$ cat src/rtl/serial_add_sub.sv
// Bit-serial adder/subtractor: a single full-adder cell walks the operands LSB-first,
// one bit per clock, and reports unsigned carry/borrow and signed overflow.
module serial_add_sub #(
    parameter int WIDTH = 4
) (
    input  logic             clk_i,
    input  logic             rst_i,
    input  logic             start_i,
    input  logic             sub_i,
    input  logic [WIDTH-1:0] op_a_i,
    input  logic [WIDTH-1:0] op_b_i,
    output logic             busy_o,
    output logic             done_o,
    output logic [WIDTH-1:0] result_o,
    output logic             carry_o,
    output logic             overflow_o
);
    localparam int CNT_W = $clog2(WIDTH + 1);

    typedef enum logic [1:0] {
        ST_IDLE = 2'd0,
        ST_RUN  = 2'd1,
        ST_DONE = 2'd2
    } state_t;

    state_t           state_r;
    state_t           state_next_s;
    logic [WIDTH-1:0] a_sh_r;
    logic [WIDTH-1:0] b_sh_r;
    logic [WIDTH-1:0] sum_r;
    logic [WIDTH-1:0] sum_next_s;
    logic [WIDTH-1:0] result_r;
    logic [CNT_W-1:0] cnt_r;
    logic             c_r;
    logic             s_s;
    logic             c_next_s;
    logic             last_s;
    logic             busy_r;
    logic             done_r;
    logic             carry_r;
    logic             overflow_r;

    function automatic logic maj3(input logic x, input logic y, input logic z);
        return (x & y) | (x & z) | (y & z);
    endfunction

    // Full-adder cell on the current LSBs and the sum register with the new bit at the MSB
    always_comb begin
        s_s        = a_sh_r[0] ^ b_sh_r[0] ^ c_r;
        c_next_s   = maj3(a_sh_r[0], b_sh_r[0], c_r);
        last_s     = (cnt_r == CNT_W'(WIDTH - 1));
        sum_next_s = sum_r >> 1;
        sum_next_s[WIDTH-1] = s_s;
    end

    // Next-state logic
    always_comb begin
        state_next_s = state_r;
        case (state_r)
            ST_IDLE: begin
                if (start_i) begin
                    state_next_s = ST_RUN;
                end else begin
                    state_next_s = ST_IDLE;
                end
            end
            ST_RUN: begin
                if (last_s) begin
                    state_next_s = ST_DONE;
                end else begin
                    state_next_s = ST_RUN;
                end
            end
            ST_DONE: state_next_s = ST_IDLE;
            default: state_next_s = ST_IDLE;
        endcase
    end

    // State register
    always_ff @(posedge clk_i) begin
        if (rst_i) begin
            state_r <= ST_IDLE;
        end else begin
            state_r <= state_next_s;
        end
    end

    // Datapath and output registers; results land on the last RUN edge so they
    // are already visible in the cycle done_o is high
    always_ff @(posedge clk_i) begin
        if (rst_i) begin
            a_sh_r     <= {WIDTH{1'b0}};
            b_sh_r     <= {WIDTH{1'b0}};
            sum_r      <= {WIDTH{1'b0}};
            result_r   <= {WIDTH{1'b0}};
            cnt_r      <= {CNT_W{1'b0}};
            c_r        <= 1'b0;
            busy_r     <= 1'b0;
            done_r     <= 1'b0;
            carry_r    <= 1'b0;
            overflow_r <= 1'b0;
        end else begin
            busy_r <= (state_next_s != ST_IDLE);
            done_r <= 1'b0;
            case (state_r)
                ST_IDLE: begin
                    if (start_i) begin
                        a_sh_r <= op_a_i;
                        b_sh_r <= sub_i ? ~op_b_i : op_b_i;
                        c_r    <= sub_i;
                        cnt_r  <= {CNT_W{1'b0}};
                    end else begin
                        cnt_r  <= {CNT_W{1'b0}};
                    end
                end
                ST_RUN: begin
                    a_sh_r <= a_sh_r >> 1;
                    b_sh_r <= b_sh_r >> 1;
                    sum_r  <= sum_next_s;
                    c_r    <= c_next_s;
                    cnt_r  <= cnt_r + CNT_W'(1);
                    if (last_s) begin
                        // c_r here is the carry into the MSB
                        result_r   <= sum_next_s;
                        carry_r    <= c_next_s;
                        overflow_r <= c_r ^ c_next_s;
                        done_r     <= 1'b1;
                    end else begin
                        done_r     <= 1'b0;
                    end
                end
                ST_DONE: done_r <= 1'b0;
                default: done_r <= 1'b0;
            endcase
        end
    end

    assign busy_o     = busy_r;
    assign done_o     = done_r;
    assign result_o   = result_r;
    assign carry_o    = carry_r;
    assign overflow_o = overflow_r;

endmodule
$ cat config.mk
export PLATFORM = sky130hd
export DESIGN_NAME = serial_add_sub
export DESIGN_NICKNAME = d
export VERILOG_FILES = /design/src/rtl/serial_add_sub.sv
export SDC_FILE = /design/constraint.sdc
export NUM_CORES = 1
export LEC_CHECK = 0
export ABC_AREA = 1
export BUFFER_PORTS_ARGS = -buffer_cell sky130_fd_sc_hd__buf_2
export CORE_UTILIZATION = 53
export CTS_CLUSTER_SIZE = 25
export DETAILED_ROUTE_END_ITERATION = 7
export GPL_TIMING_DRIVEN = 0
export PLACE_DENSITY = 0.76
export REMOVE_ABC_BUFFERS = 1
export SKIP_LAST_GASP = 1
export SYNTH_ARGS = -nofsm -noshare
export SYNTH_HDL_FRONTEND = slang
export SYNTH_SLANG_ARGS = --single-unit
$ cat constraint.sdc
create_clock -name clk_i -period 1.56 [get_ports clk_i]
set_input_delay 0.156 -clock clk_i [delete_from_list [all_inputs] [get_ports clk_i]]
set_output_delay 0.156 -clock clk_i [all_outputs]
set_load 0.005 [all_outputs]
# ---- Word level (Yosys, flattened, before mapping)
# Cells that the tools add are included.
# Widths: inputs -> output; s select.
dict set report totals {
  reg_bits 26
  inputBits 12
  output_inout_bits 8
  elab_cells 43
}
dict set report classes {
  n_addsub 1
  eq_ne 3
  mux 12
  bitwise_logic 10
  reduce_logical 6
}
# cell n
set ops {}
lappend ops {{$pmux 4 s2} 2}
lappend ops {{$mux 4} 3}
lappend ops {{$pmux 3 s2} 1}
lappend ops {{$not 4->4} 1}
lappend ops {{$pmux 2 s2} 1}
lappend ops {{$reduce_and 2->1} 2}
lappend ops {{$reduce_bool 2->1} 2}
lappend ops {{$add 3x1->3 const B} 1}
lappend ops {{$and 1x1->1} 3}
lappend ops {{$eq 3x2->1 const B} 1}
lappend ops {{$mux 1} 3}
lappend ops {{$xor 1x1->1} 3}
lappend ops {{$eq 2x1->1 const B} 1}
lappend ops {{$logic_not 2->1} 1}
lappend ops {{$mux 2} 1}
lappend ops {{$ne 2x2->1 const B} 1}
lappend ops {{$or 1x1->1} 2}
lappend ops {{$pmux 1 s2} 1}
lappend ops {{$reduce_or 2->1} 1}
lappend ops {{$not 1->1} 1}

# ---- Logic depth before layout (Yosys ltp)
# Gate-level depths: netlist (run 1).
dict set report logic_depth {
  ltp_word 4
  depth_mapped 8
  mapped_depth_nobuf 8
}

# ---- Least setup slack after synthesis (run 1)
# No wires, ideal clock.
dict set report synth_path {
  path_kind {register to register}
  start {register a_sh_r[0]}
  end {register overflow_r, in the netlist overflow_o}
  setup_time_ns 0.116
  arrival_ns 1.070
  t_required_ns 1.444
  setup_slack_ns 0.374
  path_stages_with_launch 5
  path_buffers 0
  synth_period_minus_slack_ns 1.186
  path_cell_list {dfxtp_1 > fa_1 > xor2_1 > nor2_1 > nor2_1}
}
dict set report synth_via {
  elab_chain_len 4
  word_cells_on_any_way 5
  classes_between {5 x bitwise}
}
# item line
set synth_rtl {}
lappend synth_rtl {{start, declared} 28} ;# logic [WIDTH-1:0] a_sh_r;
lappend synth_rtl {{start signal, assigned} 92} ;# a_sh_r <= {WIDTH{1'b0}};
lappend synth_rtl {{start signal, assigned} 108} ;# a_sh_r <= op_a_i;
lappend synth_rtl {{start signal, assigned} 117} ;# a_sh_r <= a_sh_r >> 1;
lappend synth_rtl {{$and 1x1->1} 44} ;# return (x & y) | (x & z) | (y & z);
lappend synth_rtl {{$or 1x1->1 * (2 in series)} 44}
lappend synth_rtl {{net c_next_s} 36} ;# logic c_next_s;
lappend synth_rtl {{$xor 1x1->1 *} 126} ;# overflow_r <= c_r ^ c_next_s;
lappend synth_rtl {{end signal, assigned} 126}
lappend synth_rtl {{end, declared} 41} ;# logic overflow_r;
# Mark *: on every way through the listed nets, which the timed path passes. The rest lies on a longest branch.
# A chain may end at the register's enable or synchronous reset.

# ---- Worst setup path in the final report (run 1)
dict set report layout_path {
  start {register cnt_r[0]}
  end {register result_r[1], in the netlist result_o[1]}
}
dict set report layout_via {
  elab_chain_len 2
}
# item line
set layout_rtl {}
lappend layout_rtl {{start, declared} 33} ;# logic [CNT_W-1:0] cnt_r;
lappend layout_rtl {{start signal, assigned} 96} ;# cnt_r <= {CNT_W{1'b0}};
lappend layout_rtl {{start signal, assigned} 111} ;# cnt_r <= {CNT_W{1'b0}};
lappend layout_rtl {{start signal, assigned} 113} ;# cnt_r <= {CNT_W{1'b0}};
lappend layout_rtl {{$eq 3x2->1} 51} ;# last_s = (cnt_r == CNT_W'(WIDTH - 1));
lappend layout_rtl {{net last_s} 37} ;# logic last_s;
lappend layout_rtl {{$reduce_and 2->1 (no source line)} --}
lappend layout_rtl {{end signal, assigned} 95} ;# result_r <= {WIDTH{1'b0}};
lappend layout_rtl {{end signal, assigned} 124} ;# result_r <= sum_next_s;
lappend layout_rtl {{end, declared} 32} ;# logic [WIDTH-1:0] result_r;
# The timed path passes the listed nets, and every way through them passes these cells.

==> qor.yml, run 1 <==
status: "finished, final reports clean"
grt_max_degree: 15
yosys.area.top_type_share: 0.4405
synth_edf_count: 0
cts_tree: "yes"
finalPower_mw: 1.112
grt_pass1_wl_um: 3684
tightest_slew_ps: 310.4
start_kind: "flip-flop"
hold_viol_final: 0
die_area_um2: 2333
fmax_mhz: 743.2
min_path_cells: 3
critPathBufInv: 2
period_share: 0.8625
arrival_ps: 1560
htreeDepth: 1
dpl.hpwl_um: 1597
drive_above_1_share: 0.1813
core_area_um2: 1982
area_growth_pct: 10.35
ys_warn_count: 0
clk_pin_slew_ps: 130
finalClockSkew_ps: 1.617
gp_congestion: 0.7952
gr-total-overflow: 0
cap_violations: 0
clock_path_buffers: 2
io_pins: 20
firstDrtPassIters: 4
rsz0062_at_grt: "no"
rr_startpoint: "cnt_r[0]"
num_vias: 976
hold_class: "input port to flip-flop"
root_buffer: "clkbuf_4"
layout.nets: 187
cts_sinks: 25
whs_ps: 75.24
path_delay_family: "flip-flops"
post_cts_buffers: 0
wirelength_um: 2078
synthFlopType: "dfxtp_1"
ys_top_cells_by_area: "dfxtp_1 44%, nand2_1 12%, nor2_1 10%, inv_1 5.6%, a21oi_1 3.1%"
worstReg2RegEnd: "result_o[1]"
ys_seq_area_frac: 0.4405
cpPeakStageDelay_ps: 400
synth.most_common_cell: "nand2_1"
diodes: 0
antenna_found_initial: 0
period_minus_slack_ps: 1346
syn_avg_cell_area_um2: 7.474
grt_pass1_vias: 942
die_x_um: 48.30
place_area_um2: 1227
end_kind: "flip-flop"
floorplan.initialDensity: 0.5732
io_buffer_count: 19
grtUsageTotal: 0.2001
viasPerCell: 4.929
rows: 16
worst_path_max_delay_cell: "dfxtp_1"
max_slew_margin: 0.7926
slew_violations: 0
path_max_fanout: 6
detail_route.drc_violations: 0
reg2reg_slack_ps: 210
worst-path-stages: 7
yosys_register_bits: 25
avgRoutedWirePerCell_um: 10.49
worst-setup-path-type: "flip-flop to flip-flop"
leakage_nw: 0.6326
worstPathCellList: "ha_1, ha_1, inv_1, nor2_4, inv_1, nor2_1, nor2_1"
synth.cell_area_um2: 1136
ctsHoldBuffers: 0
ant_nets: 0
ir_worst_vdd_uv: 583.6
yosysTopAreaCell: "dfxtp_1"
drtIter0Drc: 17
finalSetupViolCount: 0
insertion_delay_ps: 310
synth.distinct_cells: 22
cts_buffers: 3
startpoint: "cnt_r[0]"
cts_resized: 0
final_util: 0.6326
multi_input_area_um2: 524.3
worstPathRequired_ps: 1770
final.setup.tns_ps: 0
crit_end: "result_o[1]"
synth_cells: 152
regArea_um2: 500.5
reg2regPathDepth: 7
die_height_um: 48.30
design_area_um2: 1254
async_reset_ff_frac: 0
p_per_area_nw_per_um2: 886.7
synth_common_cells: "35 x nand2_1, 31 x nor2_1, 25 x dfxtp_1"
fillers: 191
[per-layer routing]
layer	global-route usage	vias up	share of wire
met5	0	-	0
met3	0.02830	4	0.032
li1	-	514	-
met4	0.07843	0	0.011
met2	0.3756	17	0.51
met1	0.2262	441	0.44
[metrics by stage]
stage | worst slack [ps] | cells
after global routing | 71.81 | 198
after floorplan | 374.1 | 148
after detailed placement | 226.9 | 194
after CTS | 199.7 | 198
final | 214.5 | 198
after global placement | 284.2 | 194
[report_power, final]
group | switching, mW | internal (mW)
registers | 0.0203 | 0.668
logic | 0.0890 | 0.0544
clock network | 0.180 | 0.0997
[layout by cell type (no fill, tap or decap)]
master and count:
nand2_1 35, nor2_1 31, dfxtp_1 25, buf_2 19, inv_1 17, a21oi_1 7, nand3_1 7, o21ai_0 7
nand4_1 4, clkbuf_4 3, nand2_4 2, nor2_4 2, xor2_1 2, nand3_2 2, ha_1 2, inv_4 1
o22ai_1 1, inv_2 1, a211oi_2 1, fa_1 1, clkbuf_1 1
[sequential cells by signal, indices dropped and copies added, names as in the netlist]
register	flops
c_r	1
result_o	4
overflow_o	1
state_r	2
carry_o	1
b_sh_r	4
sum_r	3
busy_o	1
cnt_r	3
done_o	1
a_sh_r	4
[tightest hold or removal path, delay by kind of cell]
kind	cells	cell delay (ps)
buf+inv	1	90
compound gates	1	50
simple gates	1	50
[area by class of cell]
class / instances / share of cell area
Sequential cell: 25 / 0.3992
Inverter: 19 / 0.05888
Timing Repair Buffer: 19 / 0.07585
Tap cell: 27 / 0.02695
Clock buffer: 4 / 0.02096
Multi-Input combinational cell: 104 / 0.4182
[kinds of logic after synthesis]
logic type      after synthesis  share of synthesized area
simple gates                 83                     0.3282
flops                        25                     0.4405
compound gates               16                    0.07819
xor+xnor                      2                    0.01542
buf+inv                      23                    0.09801
fa+ha+maj                     3                    0.03964
[how the worst min path moves through the flow]
stage	slack (ps)	startpoint	endpoint
after global routing	80	op_a_i[3]	a_sh_r[3]
after CTS	80	op_a_i[3]	a_sh_r[3]
after detailed placement	410	op_a_i[3]	a_sh_r[3]
after floorplan	230	rst_i	a_sh_r[3]
final	80	op_a_i[3]	a_sh_r[3]
after global placement	410	op_a_i[3]	a_sh_r[3]
(Power assumes the default switching activity.)
==> run 2: changes to the inputs <==
==> constraint.sdc (replaced) <==
create_clock -name clk_i -period 1.56 [get_ports clk_i]
set_input_delay 0.078 -clock clk_i [delete_from_list [all_inputs] [get_ports clk_i]]
set_output_delay 0.078 -clock clk_i [all_outputs]
set_load 0.005 [all_outputs]
==> qor.yml, run 2 (same netlist as run 1, synthesis figures left out) <==
status: "finished, final reports clean"
cts_buffers: 3  # unchanged
avgRoutedWirePerCell_um: 10.52  # +0.22%
end_kind: "flip-flop"
io_pins: 20  # unchanged
clock_path_buffers: 2  # unchanged
wirelength_um: 2093  # +0.72%
grt_max_degree: 15  # unchanged
p_per_area_nw_per_um2: 881.2  # -0.61%
dpl.hpwl_um: 1597  # unchanged
cap_violations: 0  # unchanged
final.setup.tns_ps: 0  # unchanged
slew_violations: 0  # unchanged
cpPeakStageDelay_ps: 400  # about the same
root_buffer: "clkbuf_4"
fillers: 191  # unchanged
start_kind: "flip-flop"
diodes: 0  # unchanged
arrival_ps: 1560  # about the same
drtIter0Drc: 17  # unchanged
worstPathCellList: "ha_1, ha_1, inv_1, nor2_4, inv_1, nor2_1, nor2_1"
period_minus_slack_ps: 1346  # +0.003000 ps
critPathBufInv: 2  # unchanged
core_area_um2: 1982  # unchanged
viasPerCell: 4.930  # about the same
ant_nets: 0  # unchanged
area_growth_pct: 11.23
path_delay_family: "flip-flops"
drive_above_1_share: 0.1802  # -0.001054
grt_pass1_wl_um: 3712  # +0.76%
period_share: 0.8625  # about the same
grtUsageTotal: 0.2015  # +0.001339
leakage_nw: 0.6368  # +0.66%
clk_pin_slew_ps: 130  # about the same
worst_path_max_delay_cell: "dfxtp_1"
final_util: 0.6376  # +0.005050
worstPathRequired_ps: 1770  # about the same
die_area_um2: 2333  # unchanged
firstDrtPassIters: 4  # unchanged
num_vias: 981  # +0.51%
detail_route.drc_violations: 0  # unchanged
floorplan.initialDensity: 0.5732  # unchanged
hold_class: "input port to flip-flop"
rsz0062_at_grt: "no"
rows: 16  # unchanged
htreeDepth: 1  # unchanged
finalClockSkew_ps: 1.589  # -0.02781 ps
path_max_fanout: 6  # unchanged
layout_common_cells: "35 x nand2_1, 31 x nor2_1, 25 x dfxtp_1, 19 x buf_2, 17 x inv_1"
post_cts_buffers: 0  # unchanged
final_common_cell: "nand2_1"
grt_pass1_vias: 952  # +1.1%
die_x_um: 48.30  # unchanged
cts_tree: "yes"
cts_sinks: 25  # unchanged
gp_congestion: 0.7952  # unchanged
die_height_um: 48.30  # unchanged
finalPower_mw: 1.114  # +0.18%
max_slew_margin: 0.7926  # about the same
instances_no_fill: 199  # +0.51%
finalSetupViolCount: 0  # unchanged
antenna_found_initial: 0  # unchanged
tightest_slew_ps: 310.4  # +0.003934 ps
fmax_mhz: 743.2  # about the same
worst-setup-path-type: "flip-flop to flip-flop"
dp_cells: 194  # unchanged
io_buffer_count: 19  # unchanged
ir_worst_vdd_uv: 583.7  # about the same
layout.nets: 188  # +0.53%
gr-total-overflow: 0  # unchanged
hold_viol_final: 0  # unchanged
insertion_delay_ps: 310  # about the same
## run 2: power breakdown
part	internal (mW)	total, mW	leakage (nW)	switching (mW)
Clock	0.0997	0.280	0.0150	0.180
Sequential	0.668	0.688	0.204	0.0203
Combinational	0.0560	0.145	0.418	0.0893
Total	0.824	1.11	0.637	0.290
## run 2: cell type report
class	instances	area, um^2	area share
sequential	25	500.5	0.3960
clock buffer	4	26.28	0.02079
inverter	19	73.82	0.05842
timing repair buffer	20	105.1	0.08317
multi-input combinational	104	524.3	0.4149
tap	27	33.78	0.02673
## run 2: per-stage QoR
stage	hold slack (ps)	instance area [um^2]	setup slack (ps)
final	45.09	1264	214.5
after global routing	38.79	1264	71.81
after CTS	49.64	1264	199.7
after detailed placement	335.7	1227	226.9
after global placement	329.7	1227	284.2
after floorplan	147.1	1099	374.1
## run 2: path summary, 6_finish.rpt
kind | startpoint | end | slack (ps) | depth (start not counted)
setup reg to reg | cnt_r[0] | result_o[1] | 210 | 7
hold / removal | op_b_i[3] | b_sh_r[3] | 50 | 4
hold reg to reg | carry_o | carry_o | 480 | 2
setup / recovery | cnt_r[0] | result_o[1] | 210 | 7
## run 2: tightest hold or removal path, delay by kind of cell
kind                      cells  cell delay, ps
buffers and inverters         1              80
xor gates and xnor gates      1              50
and+or+nand+nor               1              50
AOI/OAI and AO/OA             1              50
## run 2: repair_timing
item                                   CTS  global route
hold buffers                             1             0
setup endpoints to repair                0             0
endpoints found under the hold margin    1             0
gates resized for setup                  0             0
## run 2: per-layer routing
metal,track usage,share of wire,vias to the layer above
li1,-,-,516
met1,0.2262,0.44,444
met2,0.3803,0.52,17
met3,0.02830,0.031,4
met4,0.07843,0.011,0
met5,0,0,-
==> run 3: changes to the inputs <==
--- a/config.mk
+++ b/config.mk
@@ -7,11 +7,13 @@
 export LEC_CHECK = 0
 export ABC_AREA = 1
 export BUFFER_PORTS_ARGS = -buffer_cell sky130_fd_sc_hd__buf_2
-export CORE_UTILIZATION = 53
+export CELL_PAD_IN_SITES_DETAIL_PLACEMENT = 1
+export CELL_PAD_IN_SITES_GLOBAL_PLACEMENT = 2
+export CORE_UTILIZATION = 30
 export CTS_CLUSTER_SIZE = 25
 export DETAILED_ROUTE_END_ITERATION = 7
 export GPL_TIMING_DRIVEN = 0
-export PLACE_DENSITY = 0.76
+export PLACE_DENSITY_LB_ADDON = 0.1
 export REMOVE_ABC_BUFFERS = 1
 export SKIP_LAST_GASP = 1
 export SYNTH_ARGS = -nofsm -noshare
==> qor.yml, run 3 (same netlist as run 1, synthesis figures left out) <==
multi_input_area_um2: 524.3  # unchanged
final_util: 0.3748  # -0.2628
cts_tree: "yes"
path_max_fanout: 6  # unchanged
worst_path_max_delay_cell: "dfxtp_1"
start_kind: "flip-flop"
path_delay_family: "flip-flops"
leakage_nw: 0.6394  # +0.40%
grtUsageTotal: 0.1440  # -0.05748
cts_sinks: 25  # unchanged
tightest_slew_ps: 364.9  # +54.54 ps
ant_nets: 0  # unchanged
io_pins: 20  # unchanged
rows: 21  # +5
worstPathRequired_ps: 1730  # -40 ps
core_area_um2: 3468  # +75%
layout_common_cells: "35 x nand2_1, 31 x nor2_1, 25 x dfxtp_1, 19 x buf_2, 17 x inv_1"
gp_congestion: 0.6569  # -17%
num_vias: 995  # +1.4%
area_growth_pct: 14.43
grt_max_degree: 16  # +1
io_buffer_count: 19  # unchanged
avgRoutedWirePerCell_um: 11.86  # +13%
dp_slack_ps: 224.4  # -2.495 ps
clock_path_buffers: 2  # unchanged
dp_cells: 213  # +9.8%
end_kind: "flip-flop"
arrival_ps: 1490  # -70 ps
die_area_um2: 4037  # +73%
grt_pass1_wl_um: 4519  # +22%
finalPower_mw: 1.238  # +11%
worstPathCellList: "ha_1, ha_1, inv_1, nor2_4, inv_1, nor2_1, nor2_1"
drtIter0Drc: 23  # +6
htreeDepth: 1  # unchanged
cap_violations: 0  # unchanged
detail_route.drc_violations: 0  # unchanged
clk_pin_slew_ps: 90  # -40 ps
min_path_cells: 3  # -1
period_share: 0.8477  # -0.01477
p_per_area_nw_per_um2: 952.4  # +8.1%
firstDrtPassIters: 4  # unchanged
gr-total-overflow: 0  # unchanged
period_minus_slack_ps: 1322  # -23.04 ps
ctsHoldBuffers: 0  # -1
finalClockSkew_ps: 2.028  # +0.4390 ps
cpPeakStageDelay_ps: 380  # -20 ps
viasPerCell: 4.585  # -7.0%
insertion_delay_ps: 270  # -40 ps
rsz0062_at_grt: "no"
antenna_found_initial: 0  # unchanged
max_slew_margin: 0.7564  # -0.03614
dpl.hpwl_um: 1962  # +23%
instances_no_fill: 217  # +9.0%
die_height_um: 63.54  # +32%
layout.nets: 187  # -0.53%
slew_violations: 0  # unchanged
wirelength_um: 2574  # +23%
cts_buffers: 3  # unchanged
cts_resized: 0  # unchanged
fmax_mhz: 756.2  # +1.7%
finalSetupViolCount: 0  # unchanged
status: "finished, final reports clean"
die_x_um: 63.54  # +32%
regArea_um2: 500.5  # unchanged
reg2regPathDepth: 7  # unchanged
fillers: 471  # +150%
final.setup.tns_ps: 0  # unchanged
worst-path-stages: 7  # unchanged
final_common_cell: "nand2_1"
floorplan.initialDensity: 0.3276  # -0.2457
hold_class: "input port to flip-flop"
worst-setup-path-type: "flip-flop to flip-flop"
hold_viol_final: 0  # unchanged
root_buffer: "clkbuf_8"
fin_ws_ps: 237.5  # +23.04 ps
critPathBufInv: 2  # unchanged
drive_above_1_share: 0.1871  # +0.006902
ir_worst_vdd_uv: 409.5  # -30%
grt_pass1_vias: 952  # unchanged
diodes: 0  # unchanged
post_cts_buffers: 0  # unchanged
==> run 3: changes by cell type in the layout (fill, tap and decap cells not counted) <==
cell / delta
clkbuf_8: +3
clkbuf_4: -3
clkinvlp_4: +1
clkbuf_1: -1
dlygate4sd3_1: -1
==> run 3: cell type report <==
class / instances / share of cell area
clock buffers: 3 / 0.03176
clock inverters: 1 / 0.005775
inverters: 19 / 0.05679
multi-input cells: 104 / 0.4033
flip-flops and latches: 25 / 0.3850
well taps: 46 / 0.04427
repair buffers: 19 / 0.07315
==> run 3: path summary, 6_finish.rpt <==
path	startpoint	to	slack [ps]
max	cnt_r[0]	overflow_o	240
min	op_a_i[3]	a_sh_r[3]	40
max reg2reg	cnt_r[0]	overflow_o	240
min reg2reg	cnt_r[1]	cnt_r[1]	480
==> run 3: worst reg2reg max path, cell delays in order, from the launching register on <==
cell	delay, ps
dfxtp_1	380
ha_1	170
ha_1	140
inv_1	70
nor2_4	170
inv_1	130
nor2_1	110
nor2_1	50
==> run 3: where the power goes <==
part	internal [mW]	switching, mW
registers	0.668	0.0204
clock network	0.181	0.220
logic	0.0548	0.0939
==> run 3: through the flow <==
step	cell area (um^2)	hold WS [ps]
after floorplan	1099	147.1
after global placement	1251	332.8
after detailed placement	1251	335.9
after CTS	1300	37.02
after global routing	1300	58.40
final	1300	37.80
==> run 3: per-layer routing <==
layer	vias to the layer above	share of wire	GRT usage	routed length, um
met5	-	0	0	0
met4	0	0.011	0.04261	29
met3	4	0.044	0.03986	112
met2	21	0.47	0.2540	1211
met1	460	0.47	0.1668	1220
li1	510	-	-	-
